$ cat src/rtl/fft_add_feeder.sv
// Pairs a serial float stream into A/B operands for a float adder, through a 4-deep pair FIFO.
// Define FFT_FEEDER_SUB_EN to honour s_axis_op_tuser as a subtract flag (B sign flip).
module fft_add_feeder (
  input  logic        aclk,
  input  logic        aresetn,
  input  logic        s_axis_op_tvalid,
  output logic        s_axis_op_tready,
  input  logic [31:0] s_axis_op_tdata,
  input  logic        s_axis_op_tuser,
  input  logic        flush,
  output logic        m_axis_a_tvalid,
  input  logic        m_axis_a_tready,
  output logic [31:0] m_axis_a_tdata,
  output logic        m_axis_b_tvalid,
  input  logic        m_axis_b_tready,
  output logic [31:0] m_axis_b_tdata,
  output logic [2:0]  fifo_level
);

  localparam int DEPTH = 4;

  typedef enum logic {WAIT_A, WAIT_B} state_t;

  state_t      r_state, w_state_nxt;
  logic [31:0] r_hold;
  logic [31:0] r_mem_a [DEPTH];
  logic [31:0] r_mem_b [DEPTH];
`ifdef FFT_FEEDER_SUB_EN
  logic        r_mem_f [DEPTH];
`else
  logic        w_unused_tuser;
`endif
  logic [1:0]  r_wptr, r_rptr;
  logic [2:0]  r_level;
  logic        r_a_done, r_b_done;
  logic        w_nempty, w_s_hs, w_push;
  logic        w_a_hs, w_b_hs, w_pop;
  logic [31:0] w_b_raw;

  assign w_nempty = (r_level != 3'd0);

  // No pass-through credit: a pop in this cycle does not open ready.
  assign s_axis_op_tready = aresetn && !flush &&
                            ((r_state == WAIT_A) || (r_level < 3'd4));
  assign w_s_hs = s_axis_op_tvalid && s_axis_op_tready;
  assign w_push = w_s_hs && (r_state == WAIT_B);

  assign m_axis_a_tvalid = w_nempty && !r_a_done;
  assign m_axis_b_tvalid = w_nempty && !r_b_done;
  assign w_a_hs = m_axis_a_tvalid && m_axis_a_tready;
  assign w_b_hs = m_axis_b_tvalid && m_axis_b_tready;
  assign w_pop  = w_nempty && (r_a_done || w_a_hs) &&
                  (r_b_done || w_b_hs);

  assign m_axis_a_tdata = w_nempty ? r_mem_a[r_rptr] : '0;
  assign w_b_raw        = w_nempty ? r_mem_b[r_rptr] : '0;

`ifdef FFT_FEEDER_SUB_EN
  assign m_axis_b_tdata = w_b_raw ^
    {(w_nempty && r_mem_f[r_rptr]), 31'd0};
`else
  assign m_axis_b_tdata = w_b_raw;
  assign w_unused_tuser = s_axis_op_tuser;
`endif

  assign fifo_level = r_level;

  always_comb begin
    w_state_nxt = r_state;
    if (flush)
      w_state_nxt = WAIT_A;
    else if (w_s_hs)
      w_state_nxt = (r_state == WAIT_A) ? WAIT_B : WAIT_A;
  end

  always_ff @(posedge aclk or negedge aresetn) begin
    if (!aresetn)
      r_state <= WAIT_A;
    else
      r_state <= w_state_nxt;
  end

  always_ff @(posedge aclk or negedge aresetn) begin
    if (!aresetn) begin
      r_hold   <= '0;
      r_wptr   <= '0;
      r_rptr   <= '0;
      r_level  <= '0;
      r_a_done <= 1'b0;
      r_b_done <= 1'b0;
      for (int i = 0; i < DEPTH; i++) begin
        r_mem_a[i] <= '0;
        r_mem_b[i] <= '0;
`ifdef FFT_FEEDER_SUB_EN
        r_mem_f[i] <= 1'b0;
`endif
      end
    end else if (flush) begin
      r_hold   <= '0;
      r_wptr   <= '0;
      r_rptr   <= '0;
      r_level  <= '0;
      r_a_done <= 1'b0;
      r_b_done <= 1'b0;
    end else begin
      if (w_s_hs && (r_state == WAIT_A))
        r_hold <= s_axis_op_tdata;
      if (w_push) begin
        r_mem_a[r_wptr] <= r_hold;
        r_mem_b[r_wptr] <= s_axis_op_tdata;
`ifdef FFT_FEEDER_SUB_EN
        r_mem_f[r_wptr] <= s_axis_op_tuser;
`endif
        r_wptr <= r_wptr + 2'd1;
      end
      if (w_pop) begin
        r_rptr   <= r_rptr + 2'd1;
        r_a_done <= 1'b0;
        r_b_done <= 1'b0;
      end else begin
        if (w_a_hs) r_a_done <= 1'b1;
        if (w_b_hs) r_b_done <= 1'b1;
      end
      r_level <= r_level + {2'b0, w_push} - {2'b0, w_pop};
    end
  end

endmodule

$ cat config.mk
export PLATFORM = sky130hd
export DESIGN_NAME = fft_add_feeder
export DESIGN_NICKNAME = d
export VERILOG_FILES = /design/src/rtl/fft_add_feeder.sv
export SDC_FILE = /design/constraint.sdc
export NUM_CORES = 1
export LEC_CHECK = 0
export CAP_MARGIN = 20
export CORE_UTILIZATION = 55
export CTS_CLUSTER_DIAMETER = 150
export CTS_CLUSTER_SIZE = 10
export DETAILED_ROUTE_END_ITERATION = 8
export PLACE_DENSITY = 0.76
export SETUP_SLACK_MARGIN = 0.4
export SYNTH_ARGS = -nofsm -noshare
export SYNTH_HDL_FRONTEND = slang
export SYNTH_SLANG_ARGS = --single-unit
export TNS_END_PERCENT = 20
$ cat constraint.sdc
create_clock -name aclk -period 5.1 [get_ports aclk]
set_input_delay 1.02 -clock aclk [delete_from_list [all_inputs] [get_ports aclk]]
set_output_delay 1.02 -clock aclk [all_outputs]
set_load 0.005 [all_outputs]
Word level (Yosys, flattened, before mapping)
Cells that the tools add are included.
Widths: inputs -> output; s select.
- bits in registers: 298
- logic and storage cells: 81
- add/sub/neg operators: 4
- magnitude comparators: 4
- mux-type cells: 28
- bitwise gates (word level): 4
- reductions and logical operators: 26
- operator list (kind ; number):
    $mux 32 ; 9
    $bwmux 128 ; 2
    $bmux 32 s2 ; 2
    $demux 32 s2 ; 1
    $logic_and 1x1->1 ; 12
    $mux 1 ; 9
    $reduce_bool 3->1 ; 3
    $mux 2 ; 4
    $reduce_bool 2->1 ; 4
    $ge 3x3->1 const B ; 2
    $not 2->3 ; 2
    $add 2x1->2 const B ; 2
    $add 3x1->3 ; 1
    $logic_not 1->1 ; 3
    $logic_or 1x1->1 ; 3
    $lt 3x1->1 const B ; 1
    $lt 3x3->1 const B ; 1
    $mux 3 ; 1
    $sub 3x1->3 ; 1
    $not 1->1 ; 2
    $reduce_and 2->1 ; 1

Longest topological paths before layout
- word-level depth: 8
- mapped depth: 9
- mapped depth without buffers: 9

Worst setup path after synthesis
No wires, ideal clock.
- kind: input -> output
- start point: input port flush
- end point: output port s_axis_op_tready
- arrival time: 1.663 ns
- data required time: 4.080 ns
- setup slack: 2.417 ns
- stages on the path: 4
- cell sequence: buf_2 clkbuf_1 or2b_1 a21oi_1
- longest elaborated chain between the ends: 3
- ends and longest elaborated chain (item ; line ; RTL):
    start: declaration ; 10 ; input logic flush,
    $logic_not 1->1 ; 43 ; assign s_axis_op_tready = aresetn && !flush &&
    $logic_and 1x1->1 (2 in series) ; 43 ;
    end: declaration ; 7 ; output logic s_axis_op_tready,
Every way passes these cells.

Worst setup path after layout
- start point: register r_rptr[0]
- end point: output port m_axis_a_tdata[0]
- longest elaborated chain between the ends: 5
- ends and longest elaborated chain (item ; line ; RTL):
    start: declaration ; 33 ; logic [1:0] r_wptr, r_rptr;
    start signal: assignment ; 117 ; r_rptr <= r_rptr + 2'd1;
    $not 2->3 (not written as such) ; 55 ; assign m_axis_a_tdata = w_nempty ? r_mem_a[r_rptr] : '0;
    $bmux 32 s2 ; 55 ;
    $mux 32 (not written as such) (2 in series) ; 55 ;
    $mux 32 ; 55 ;
    end: declaration ; 13 ; output logic [31:0] m_axis_a_tdata,
Every way passes these cells. The select of a mux whose other input is x is not followed.

==> results.cfg <==
[status]
outcome = finished, violations left
failed_checks = design-rule violations

[placed_design]
dp_hpwl_um = 16000
place_congestion = 0.716
io_buffers = 107

[sta]
fin_crit_sh = 0.806
timing.fmax_mhz = 243
rsz0062_at_grt = false
finalClockSkew_ps = 11.1
tightest_slew_ps = 1120
max_slew_margin = 0.251
finalCriticalPeriod_ps = 4110
setup-violations-final = 0
hold_violations = 0
finalSetupTns_ps = 0
maxSlewViolCount = 0

[pwr]
leakagePower_nw = 7.45
clkPwrFrac = 0.353
internal_power_w = 0.00446
p_per_area_mw_per_mm2 = 361
finalPower_w = 0.00598
p_seq_frac = 0.451
combPwrFrac = 0.196
p_switching_w = 0.00151
swShare = 0.253
irDropWorstVdd_mv = 0.211

[routing]
vias_per_cell = 5.71
detail_route.wl_per_cell_um = 21.6
drt_first_pass_iters = 6
postRouteAntennaNets = 0
drtIter0Drc = 449
drc = 8
route.vias.total = 7561
totalWireLength_um = 28700

[floorplan]
ios = 109
core_area_mm2 = 0.0261
dieArea_mm2 = 0.0273
initial_utilization = 0.561
die_h_um = 165
std_cell_rows = 59
die_w_um = 165

[final_layout]
mostFrequentLayoutCells = dfrtp_1 (296), mux2_4 (240), clkdlybuf4s50_1 (105), mux4_2 (64), and2_1 (64)
nets = 1035
final_common_cell = dfrtp_1
postLayoutCoreUtil = 0.634
n_fill_cell = 1931
drive_above_1_share = 0.388
insertedDiodeCount = 0
synthToLayoutAreaGrowth_pct = 13.1

[clocking]
cts_tree = done
h-tree-depth = 2
hold_buffers = 0
clkSinkCount = 298
cts_buffer_depth = 3
cts_resized = 0
post_cts_buffers = 0
clkTransAtPathRegs_ps = 50
clockRootBuffer = clkbuf_16
cts_buffers = 35
clkLatencyLatePin_ps = 500

[min_path]
hp-class = in -> async

[worst_setup_path]
crit_chain = buf_12 -> mux4_2 -> and2_1 -> clkdlybuf4s50_1
crit_required_ps = 4080
reg2reg_slack_ps = 2560
worstPathArrival_ps = 3090
cp-start-kind = flop
crit_path_max_incr_delay_ps = 990
rr_startpoint = fifo_level[2]
critPathBufInv = 2
setup.worst_path.start = r_rptr[0]
crit_fanout = 39
end_kind = primary output
crit_slowest_cell = dfrtp_4
criticalPathCategory = reg -> out
critPathTopFamily = flip-flops

[global_route]
antenna_found_initial = 1
grt_pass1_vias = 8289
grt-ovfl-total = 0
grt_usage = 0.226
grt_start_max_net_pins = 191
grt_pass1_wl_um = 47300

[synthesis]
netlist_area_mm2 = 0.0147
syn_inst = 893
yosys_warnings = 0
ys_ff_latch = 298
syn-num-nets = 939
syn_area_per_cell_um2 = 16.4
ys_seq_area_frac = 0.509
synth_cell_type_count = 32

[flow_run]
maxCapViolations = 0
[per-layer routing]
metal	vias up	track usage	routed length, µm
met3	38	0.0352	950
met5	-	0	13
met2	135	0.355	13600
li1	3357	-	-
met4	2	0.0509	379
met1	4029	0.331	13700
[power groups by stage]
stage | clock, W | sequential [W] | combinational [W]
final | 0.00211 | 0.00269 | 0.00117
after global routing | 0.00225 | 0.00272 | 0.00127
after CTS | 0.00216 | 0.00270 | 0.00119
after detailed placement | 0 | 0.00273 | 0.00119
after global placement | 0 | 0.00273 | 0.00117
after floorplan | 0 | 0.00264 | 0.000756
[area by class of cell]
class | instances | area, µm² | area share
Timing Repair Buffer | 121 | 1250 | 0.0755
Inverter | 6 | 22.5 | 0.00136
Tap cell | 335 | 419 | 0.0253
Sequential cell | 298 | 7460 | 0.451
Multi-Input combinational cell | 527 | 6510 | 0.393
Clock inverter | 1 | 8.76 | 0.000529
Clock buffer | 37 | 893 | 0.0539
[synth_stat cells, drive strengths merged]
library cell  number  area (µm²)
xor2               1        8.76
clkbuf            20        75.1
or4                1        7.51
nor3b              4        50.1
xnor2              1        8.76
or3                1        6.26
o31ai              1        7.51
nor3               5        25.0
fa                 1        20.0
o21ai             34         170
or2b               1        7.51
nand2b            32         200
and4bb             1        12.5
buf               42         617
ha                 6        75.1
nor2               9        33.8
or2                1        6.26
mux4              64        1440
mux2             257        3790
a21oi              5        25.0
nor4b              1        8.76
and2              64         400
dfrtp            298        7460
inv                6        22.5
nand4b             1        23.8
nor2b              2        12.5
nand2             32         120
nand3b             2        15.0
[worst paths after layout]
path                                      to  cells after the start
max                        m_axis_a_tdata[0]                      4
min                             r_mem_a[126]                      1
max reg2reg                      r_mem_a[99]                      4
min reg2reg                      r_mem_a[63]                      1
max in group asynchronous        r_mem_b[41]                      3
min in group aclk                r_mem_a[63]                      1
[sequential cells by signal, indices dropped and copies added, names as in the netlist]
signal      flops
fifo_level      3
r_a_done        1
r_b_done        1
r_hold         32
r_mem_a       128
r_mem_b       128
r_rptr          2
r_state         1
r_wptr          2
[worst reg2reg max path, cell delays in order (launching register included)]
cell and delay (ps):
dfrtp_1 460, nand4b_4 330, nor3b_4 920, buf_12 320, mux2_2 380
[metrics by stage]
stage	cells	setup WS [ps]	area, µm²	hold slack [ps]
floorplan	893	2420	14700	475
global placement	1287	1470	15700	484
detailed placement	1287	1460	15700	489
CTS	1325	915	16600	384
global route	1325	791	16600	396
finish	1325	990	16600	393
[logic make-up after synthesis]
logic type	after synthesis	share of synthesized area
XOR/XNOR	2	0.00120
multiplexers	321	0.357
AO/OA/AOI/OAI	40	0.0138
flip-flops	298	0.509
adder cells (fa/ha/maj)	7	0.00649
AND/OR/NAND/NOR	157	0.0634
buffers and inverters	68	0.0488
Power figures use the tool's default switching activity.
